--- src/rtl/alu_seq_pkg.sv ---
// rtl/alu_seq_pkg.sv - shared opcode constants, state and op-class enums for the ALU sequencer
package alu_seq_pkg;

    // Major opcodes the sequencer understands
    localparam logic [6:0] OP_IMM    = 7'b0010011;
    localparam logic [6:0] OP_REG    = 7'b0110011;
    localparam logic [6:0] OP_BRANCH = 7'b1100011;

    // funct3 codes that select the iterative shifter
    localparam logic [2:0] F3_SLL = 3'b001;
    localparam logic [2:0] F3_SRX = 3'b101;

    typedef enum logic [2:0] {
        ST_IDLE   = 3'd0,
        ST_SETTLE = 3'd1,
        ST_SHIFT  = 3'd2,
        ST_DRAIN  = 3'd3,
        ST_RESP   = 3'd4
    } state_t;

    typedef enum logic [1:0] {
        CLS_ARITH   = 2'd0,
        CLS_BRANCH  = 2'd1,
        CLS_SHIFT   = 2'd2,
        CLS_ILLEGAL = 2'd3
    } op_class_t;

endpackage

--- src/rtl/alu_op_classify.sv ---
// rtl/alu_op_classify.sv - combinational decode of funct3/opcode into an op class
//
// Ports:
//   i_funct3  in  3  funct3 field of the decoded instruction
//   i_opcode  in  7  opcode field of the decoded instruction
//   o_class   out 2  op_class_t encoding (arith, branch, shift, illegal)
module alu_op_classify
    import alu_seq_pkg::*;
(
    input  logic [2:0] i_funct3,
    input  logic [6:0] i_opcode,
    output logic [1:0] o_class
);

    logic w_is_alu_op;
    logic w_is_shift_f3;

    assign w_is_alu_op   = (i_opcode == OP_IMM) || (i_opcode == OP_REG);
    assign w_is_shift_f3 = (i_funct3 == F3_SLL) || (i_funct3 == F3_SRX);

    always_comb begin
        o_class = CLS_ILLEGAL;
        if (w_is_alu_op && w_is_shift_f3) begin
            o_class = CLS_SHIFT;
        end else if (w_is_alu_op) begin
            o_class = CLS_ARITH;
        end else if (i_opcode == OP_BRANCH) begin
            o_class = CLS_BRANCH;
        end
    end

endmodule

--- src/rtl/alu_seq_ctrl.sv ---
// rtl/alu_seq_ctrl.sv - single-outstanding-op sequencer between issue and the registered ALU
//
// Ports:
//   clk, reset                    clock, synchronous active-high reset
//   flush                         abandon current op and any pending response
//   req_valid/req_ready           request handshake
//   req_decinst, req_rs1/rs2/inm  decoded op {funct7[5], x, funct3, opcode} and operands
//   alu_decinst, alu_op1/rs2/inm  held ALU inputs
//   alu_en                        iterative shifter enable
//   alu_result/cmp/carry/sl_ok    ALU outputs and shift-done
//   rsp_valid/rsp_ready           response handshake
//   rsp_result/cmp/carry/err      captured response
//   busy                          controller not idle
module alu_seq_ctrl
    import alu_seq_pkg::*;
#(
    parameter int SETTLE        = 3,
    parameter int SHIFT_TIMEOUT = 16
) (
    input  logic        clk,
    input  logic        reset,
    input  logic        flush,
    input  logic        req_valid,
    output logic        req_ready,
    input  logic [11:0] req_decinst,
    input  logic [31:0] req_rs1,
    input  logic [31:0] req_rs2,
    input  logic [31:0] req_inm,
    output logic [11:0] alu_decinst,
    output logic [31:0] alu_op1,
    output logic [31:0] alu_rs2,
    output logic [31:0] alu_inm,
    output logic        alu_en,
    input  logic [31:0] alu_result,
    input  logic        alu_cmp,
    input  logic        alu_carry,
    input  logic        alu_sl_ok,
    output logic        rsp_valid,
    input  logic        rsp_ready,
    output logic [31:0] rsp_result,
    output logic        rsp_cmp,
    output logic        rsp_carry,
    output logic        rsp_err,
    output logic        busy
);

    localparam logic [7:0] SETTLE_LOAD = 8'(SETTLE - 1);
    localparam logic [7:0] TMO_LAST    = 8'(SHIFT_TIMEOUT - 1);

    state_t      r_state;
    state_t      w_state_nxt;
    logic [1:0]  w_cls;
    logic [1:0]  r_cls;
    logic [7:0]  r_settle_cnt;
    logic [7:0]  r_tmo_cnt;

    logic [11:0] r_alu_decinst;
    logic [31:0] r_alu_op1;
    logic [31:0] r_alu_rs2;
    logic [31:0] r_alu_inm;
    logic [31:0] r_rsp_result;
    logic        r_rsp_cmp;
    logic        r_rsp_carry;
    logic        r_rsp_err;

    logic        w_accept;
    logic        w_settle_dec;
    logic        w_tmo_clr;
    logic        w_tmo_inc;
    logic        w_cap_alu;
    logic        w_cap_shift;
    logic        w_cap_err;

    alu_op_classify u_classify (
        .i_funct3 (req_decinst[9:7]),
        .i_opcode (req_decinst[6:0]),
        .o_class  (w_cls)
    );

    always_ff @(posedge clk) begin
        if (reset) begin
            r_state <= ST_IDLE;
        end else begin
            r_state <= w_state_nxt;
        end
    end

    always_comb begin
        w_state_nxt  = r_state;
        w_accept     = 1'b0;
        w_settle_dec = 1'b0;
        w_tmo_clr    = 1'b0;
        w_tmo_inc    = 1'b0;
        w_cap_alu    = 1'b0;
        w_cap_shift  = 1'b0;
        w_cap_err    = 1'b0;

        case (r_state)
            ST_IDLE: begin
                if (req_valid) begin
                    w_accept    = 1'b1;
                    // Illegal ops never touch the ALU; the error response is loaded at accept.
                    w_state_nxt = (w_cls == CLS_ILLEGAL) ? ST_RESP : ST_SETTLE;
                end
            end
            ST_SETTLE: begin
                if (r_settle_cnt == 8'd0) begin
                    if (r_cls == CLS_SHIFT) begin
                        w_tmo_clr   = 1'b1;
                        w_state_nxt = ST_SHIFT;
                    end else begin
                        w_cap_alu   = 1'b1;
                        w_state_nxt = ST_RESP;
                    end
                end else begin
                    w_settle_dec = 1'b1;
                end
            end
            ST_SHIFT: begin
                // Completion wins over a timeout landing in the same cycle.
                if (alu_sl_ok) begin
                    w_state_nxt = ST_DRAIN;
                end else if (r_tmo_cnt == TMO_LAST) begin
                    w_cap_err   = 1'b1;
                    w_state_nxt = ST_RESP;
                end else begin
                    w_tmo_inc = 1'b1;
                end
            end
            ST_DRAIN: begin
                w_cap_shift = 1'b1;
                w_state_nxt = ST_RESP;
            end
            ST_RESP: begin
                if (rsp_ready) begin
                    w_state_nxt = ST_IDLE;
                end
            end
            default: begin
                w_state_nxt = ST_IDLE;
            end
        endcase

        if (flush) begin
            w_state_nxt  = ST_IDLE;
            w_accept     = 1'b0;
            w_settle_dec = 1'b0;
            w_tmo_clr    = 1'b0;
            w_tmo_inc    = 1'b0;
            w_cap_alu    = 1'b0;
            w_cap_shift  = 1'b0;
            w_cap_err    = 1'b0;
        end
    end

    always_ff @(posedge clk) begin
        if (reset) begin
            r_cls         <= CLS_ILLEGAL;
            r_settle_cnt  <= 8'd0;
            r_tmo_cnt     <= 8'd0;
            r_alu_decinst <= 12'd0;
            r_alu_op1     <= 32'd0;
            r_alu_rs2     <= 32'd0;
            r_alu_inm     <= 32'd0;
            r_rsp_result  <= 32'd0;
            r_rsp_cmp     <= 1'b0;
            r_rsp_carry   <= 1'b0;
            r_rsp_err     <= 1'b0;
        end else begin
            if (w_accept) begin
                r_cls         <= w_cls;
                r_settle_cnt  <= SETTLE_LOAD;
                r_alu_decinst <= req_decinst;
                r_alu_op1     <= req_rs1;
                r_alu_rs2     <= req_rs2;
                r_alu_inm     <= req_inm;
                r_rsp_result  <= 32'd0;
                r_rsp_cmp     <= 1'b0;
                r_rsp_carry   <= 1'b0;
                r_rsp_err     <= (w_cls == CLS_ILLEGAL);
            end

            if (w_settle_dec) begin
                r_settle_cnt <= r_settle_cnt - 8'd1;
            end

            if (w_tmo_clr) begin
                r_tmo_cnt <= 8'd0;
            end else if (w_tmo_inc) begin
                r_tmo_cnt <= r_tmo_cnt + 8'd1;
            end

            if (w_cap_alu) begin
                r_rsp_result <= alu_result;
                r_rsp_cmp    <= alu_cmp;
                r_rsp_carry  <= alu_carry;
                r_rsp_err    <= 1'b0;
            end

            // Shifts never produce a carry; the ALU carry output is stale here.
            if (w_cap_shift) begin
                r_rsp_result <= alu_result;
                r_rsp_cmp    <= alu_cmp;
                r_rsp_carry  <= 1'b0;
                r_rsp_err    <= 1'b0;
            end

            if (w_cap_err) begin
                r_rsp_result <= 32'd0;
                r_rsp_cmp    <= 1'b0;
                r_rsp_carry  <= 1'b0;
                r_rsp_err    <= 1'b1;
            end
        end
    end

    // req_ready drops while reset or flush is asserted so no accept is ever advertised.
    assign req_ready   = (r_state == ST_IDLE) && !reset && !flush;
    // Enable covers DRAIN so the ALU output register picks up the last shift step.
    assign alu_en      = (r_state == ST_SHIFT) || (r_state == ST_DRAIN);
    assign rsp_valid   = (r_state == ST_RESP);
    assign busy        = (r_state != ST_IDLE);

    assign alu_decinst = r_alu_decinst;
    assign alu_op1     = r_alu_op1;
    assign alu_rs2     = r_alu_rs2;
    assign alu_inm     = r_alu_inm;
    assign rsp_result  = r_rsp_result;
    assign rsp_cmp     = r_rsp_cmp;
    assign rsp_carry   = r_rsp_carry;
    assign rsp_err     = r_rsp_err;

endmodule

--- config.mk ---
export PLATFORM = sky130hd
export DESIGN_NAME = alu_seq_ctrl
export DESIGN_NICKNAME = d
export VERILOG_FILES = /design/src/rtl/alu_seq_pkg.sv /design/src/rtl/alu_op_classify.sv /design/src/rtl/alu_seq_ctrl.sv
export SDC_FILE = /design/constraint.sdc
export NUM_CORES = 1
export LEC_CHECK = 0
export BUFFER_PORTS_ARGS = -buffer_cell sky130_fd_sc_hd__buf_4
export CAP_MARGIN = 10
export CORE_ASPECT_RATIO = 1.75
export CORE_MARGIN = 3
export CORE_UTILIZATION = 46
export CTS_BUF_LIST = sky130_fd_sc_hd__clkbuf_16
export DETAILED_ROUTE_END_ITERATION = 8
export PLACE_DENSITY = 0.79
export SYNTH_ARGS = -nofsm -noshare
export SYNTH_HDL_FRONTEND = slang
export SYNTH_SLANG_ARGS = --single-unit
--- constraint.sdc ---
create_clock -name clk -period 2.1 [get_ports clk]
set_input_delay 0.105 -clock clk [delete_from_list [all_inputs] [get_ports clk]]
set_output_delay 0.105 -clock clk [all_outputs]
set_load 0.02 [all_outputs]
==> results.md <==
- Post-DR vias/cell: 5.328
- TritonCTS Sinks: 164
- Average wire per standard cell: about 18 um
- Final Wtd Congestion: just under 0.9
- FILL cells: ~770
- Mapped Cells: a little under 800
- Max Clock Freq: around 500 MHz
- Layout area overhead: 72.32%
- Die width: about 94 um
- HP Class: in2reg
- Post-synth net total: 928
- Synthesis-stage register bit count: approximately 160
- Async SR Flop Fraction: 0
- Main synth FF type: dfxtp_1
- Net Switching: ~0.002 W
- Initial antenna violation count: 1
- Unrepaired setup endpoints after global routing: false
- Sequential Area: 3283 um2
- Status: completed
- Slew of the pin with the lowest slew margin: around 0.53 ns
- CTS max path bufs: 2
- DRT Pass-1 Iters: 5
- Slew headroom: 0.6470
- Switch share: 0.2701
- Die ar.: between 10,000 and 15,000 um2
- Share of cells above drive strength 1: 0.2965
- Starting density of the core: 0.4737
- Clock skew: 0.01373 ns
- Sequential area share after synthesis: 0.5301
- Total CTS buffers: 17
- H-tree level count: 4
- Chip height: approximately 160 um
- CP arrival: ~2.3 ns
- Post-Syn Area per Cell: approximately 8.0 um2
- VDD IR max: 0.5745 mV
- Clock-pin transition on the worst setup and hold timing paths: about 0.07 ns
- Initial DRC count: approximately 390
- Leakage: approximately 4.5 nW
- Clock Power Share: 0.413
- Finished Layout Cells: 1,376
- Startpoint types: flip-flop
- Area of the multi-input gates: 2690 um2
- Overall routing resource usage: 0.3211
- Crit path required time: 2.42 ns
- EDFF count, synth: 0
- Post-synth top area share: 0.5301
- Overflow after GRT: 0
- Final #Nets: 1,342
- DRC viols: 0
- Seq pwr share: 0.435
- Setup bufs post-CTS: 0
- Core area: 13,080 um2
- Ports: 295
- Max-Cap Viols: 0
- I/O Buffers: ~290
- CTS tree: built
- Fin Setup TNS: 0 ns
- Tmin final: roughly 2 ns
- Final wirelength: roughly 25 mm
- Vias in the first global route: ~7.6k
- Worst-path fanout max: 24
- Post-DRT Antenna Nets: 0
- Site row count: 55
- Syn. warnings: 0
- Distinct cells, synth: 51
- Final cycle utilization of the critical path: 0.9519
- Clock Latency Late Sink: around 0.42 ns
- Placed insts: about 1.2k
- Root buf cell: clkbuf_16
- Power Internal: between 0.005 and 0.006 W
- Final number of setup-violating endpoints: 0
- Fin. Hold Viols: 0
- Via Count: 7,332
- Wire length of the first global-routing pass: 38.14 mm
- DP Wirelength: about 14 mm
- CP Class: reg2reg
- Worst setup EP type: flip-flop
- Largest net degree at the start of global routing: 83
- Post-Syn Area: just over 6000 um2
- Area contributors post-synth: dfxtp_1 53%, nand2_1 16%, a21oi_1 12%, nand3_1 3.1%, clkbuf_1 2.3%
- Power per Cell Area: between 700 and 800 nW/um2
- Yosys top cell by area: dfxtp_1
- Gate power share: 0.151
- Final Max Tran Viols: 0
## layout make-up
type | instances | share of cell area
Sequential cell | 164 | 0.3076
Multi-Input combinational cell | 550 | 0.2521
Tap cell | 171 | 0.02005
Antenna cell | 1 | 0.0002345
Clock buffer | 17 | 0.03986
Timing Repair Buffer | 452 | 0.3618
Inverter | 6 | 0.002110
Clock inverter | 15 | 0.01630
## kinds of logic (layout without fill, tap and decap cells)
kind of cell,after synthesis,count (layout),synth area share
compound gates,167,167,0.1471
xor+xnor,6,6,0.008485
fa+ha+maj,3,3,0.006061
buf+inv,63,490,0.04263
flops,164,164,0.5301
mux,5,5,0.008485
other cells,0,1,0
simple gates,369,369,0.2572
## stage by stage
stage / hold WS, ns / instance area [um2] / total power [W] / util / setup slack (ns)
CTS: 0.07921 / 10650 / 0.007524 / 0.8145 / 0.1528
detailed placement: 0.3586 / 8630 / 0.004211 / 0.6600 / 0.1660
global placement: 0.3505 / 8630 / 0.004199 / 0.6600 / 0.2473
global route: 0.09670 / 10670 / 0.007775 / 0.8163 / 0.01746
floorplan: 0.1835 / 6193 / 0.003728 / - / 0.2884
finish: 0.1009 / 10670 / 0.007526 / 0.8163 / 0.1010
## repair_timing
item	CTS	global route
hold buffers	142	0
endpoints found under the setup margin	0	25
resized for setup	0	3
endpoints found under the hold margin	144	0
## routing by layer
layer	track usage	routed length, um	vias to the layer above
met5	0	0	-
met4	0.2091	1619	0
met3	0.09125	1885	122
met2	0.5584	12820	423
met1	0.3258	8299	3380
li1	-	-	3407
## cells in the final DEF (no fill, tap or decap), drive strengths merged, types with 3 or more instances in the layout
cell type    instances
and3                 5
buf                310
inv                 11
nand3               38
nor2                24
nor2b                7
clkinv               5
o21ai                4
dfxtp              164
nor4                 4
a21oi              146
nand2b               6
clkinvlp             4
dlygate4sd3        142
ha                   3
clkbuf              17
a22oi                3
xor2                 4
nand2              259
mux2i                3
nor3                 6
or2                  3
## worst paths after layout
check	start	to	slack, ns	cells after the start
setup / recovery	r_settle_cnt[0]$_SDFFE_PP0P_	rsp_result[15]$_SDFFE_PP0P_	0.10	8
hold / removal	req_valid	r_cls[1]$_SDFFE_PP1P_	0.10	3
setup reg to reg	r_settle_cnt[0]$_SDFFE_PP0P_	rsp_result[15]$_SDFFE_PP0P_	0.10	8
hold reg to reg	alu_decinst[8]$_SDFFE_PP0P_	alu_decinst[8]$_SDFFE_PP0P_	0.46	2
## synthesized netlist by cell type, types with 3 or more instances
master	instances
buf_2	9
ha_1	3
mux2i_1	3
a22oi_1	3
nand2_1	259
a21oi_1	145
nand3_1	38
o21ai_0	3
dfxtp_1	164
nor2_1	24
buf_1	7
nor3_1	6
nor2b_1	7
xor2_1	4
clkbuf_1	38
inv_1	6
nand2b_1	6
and3_1	5
## power groups by stage
stage	sequential [W]	combinational [W]	clock, W
CTS	0.00327	0.00110	0.00316
global placement	0.00333	0.000867	0
floorplan	0.00346	0.000272	0
detailed placement	0.00334	0.000875	0
global route	0.00329	0.00121	0.00328
finish	0.00328	0.00114	0.00311
## worst max-delay path, stage by stage, from the launching register on
cell,delay [ns]
dfxtp_1,0.31
inv_1,0.11
ha_1,0.16
nor3b_4,0.30
nand4_1,0.28
o21ai_4,0.22
buf_12,0.21
nand2_1,0.09
a21oi_1,0.23
## state kept, by name, indices dropped and copies added (netlist names)
signal	count
alu_inm	32
alu_rs2	32
rsp_err	1
rsp_carry	1
alu_op1	32
rsp_result	32
r_settle_cnt	8
r_tmo_cnt	8
r_cls	2
rsp_cmp	1
r_state	3
alu_decinst	12
No activity file was read; power rests on OpenSTA's default activity.
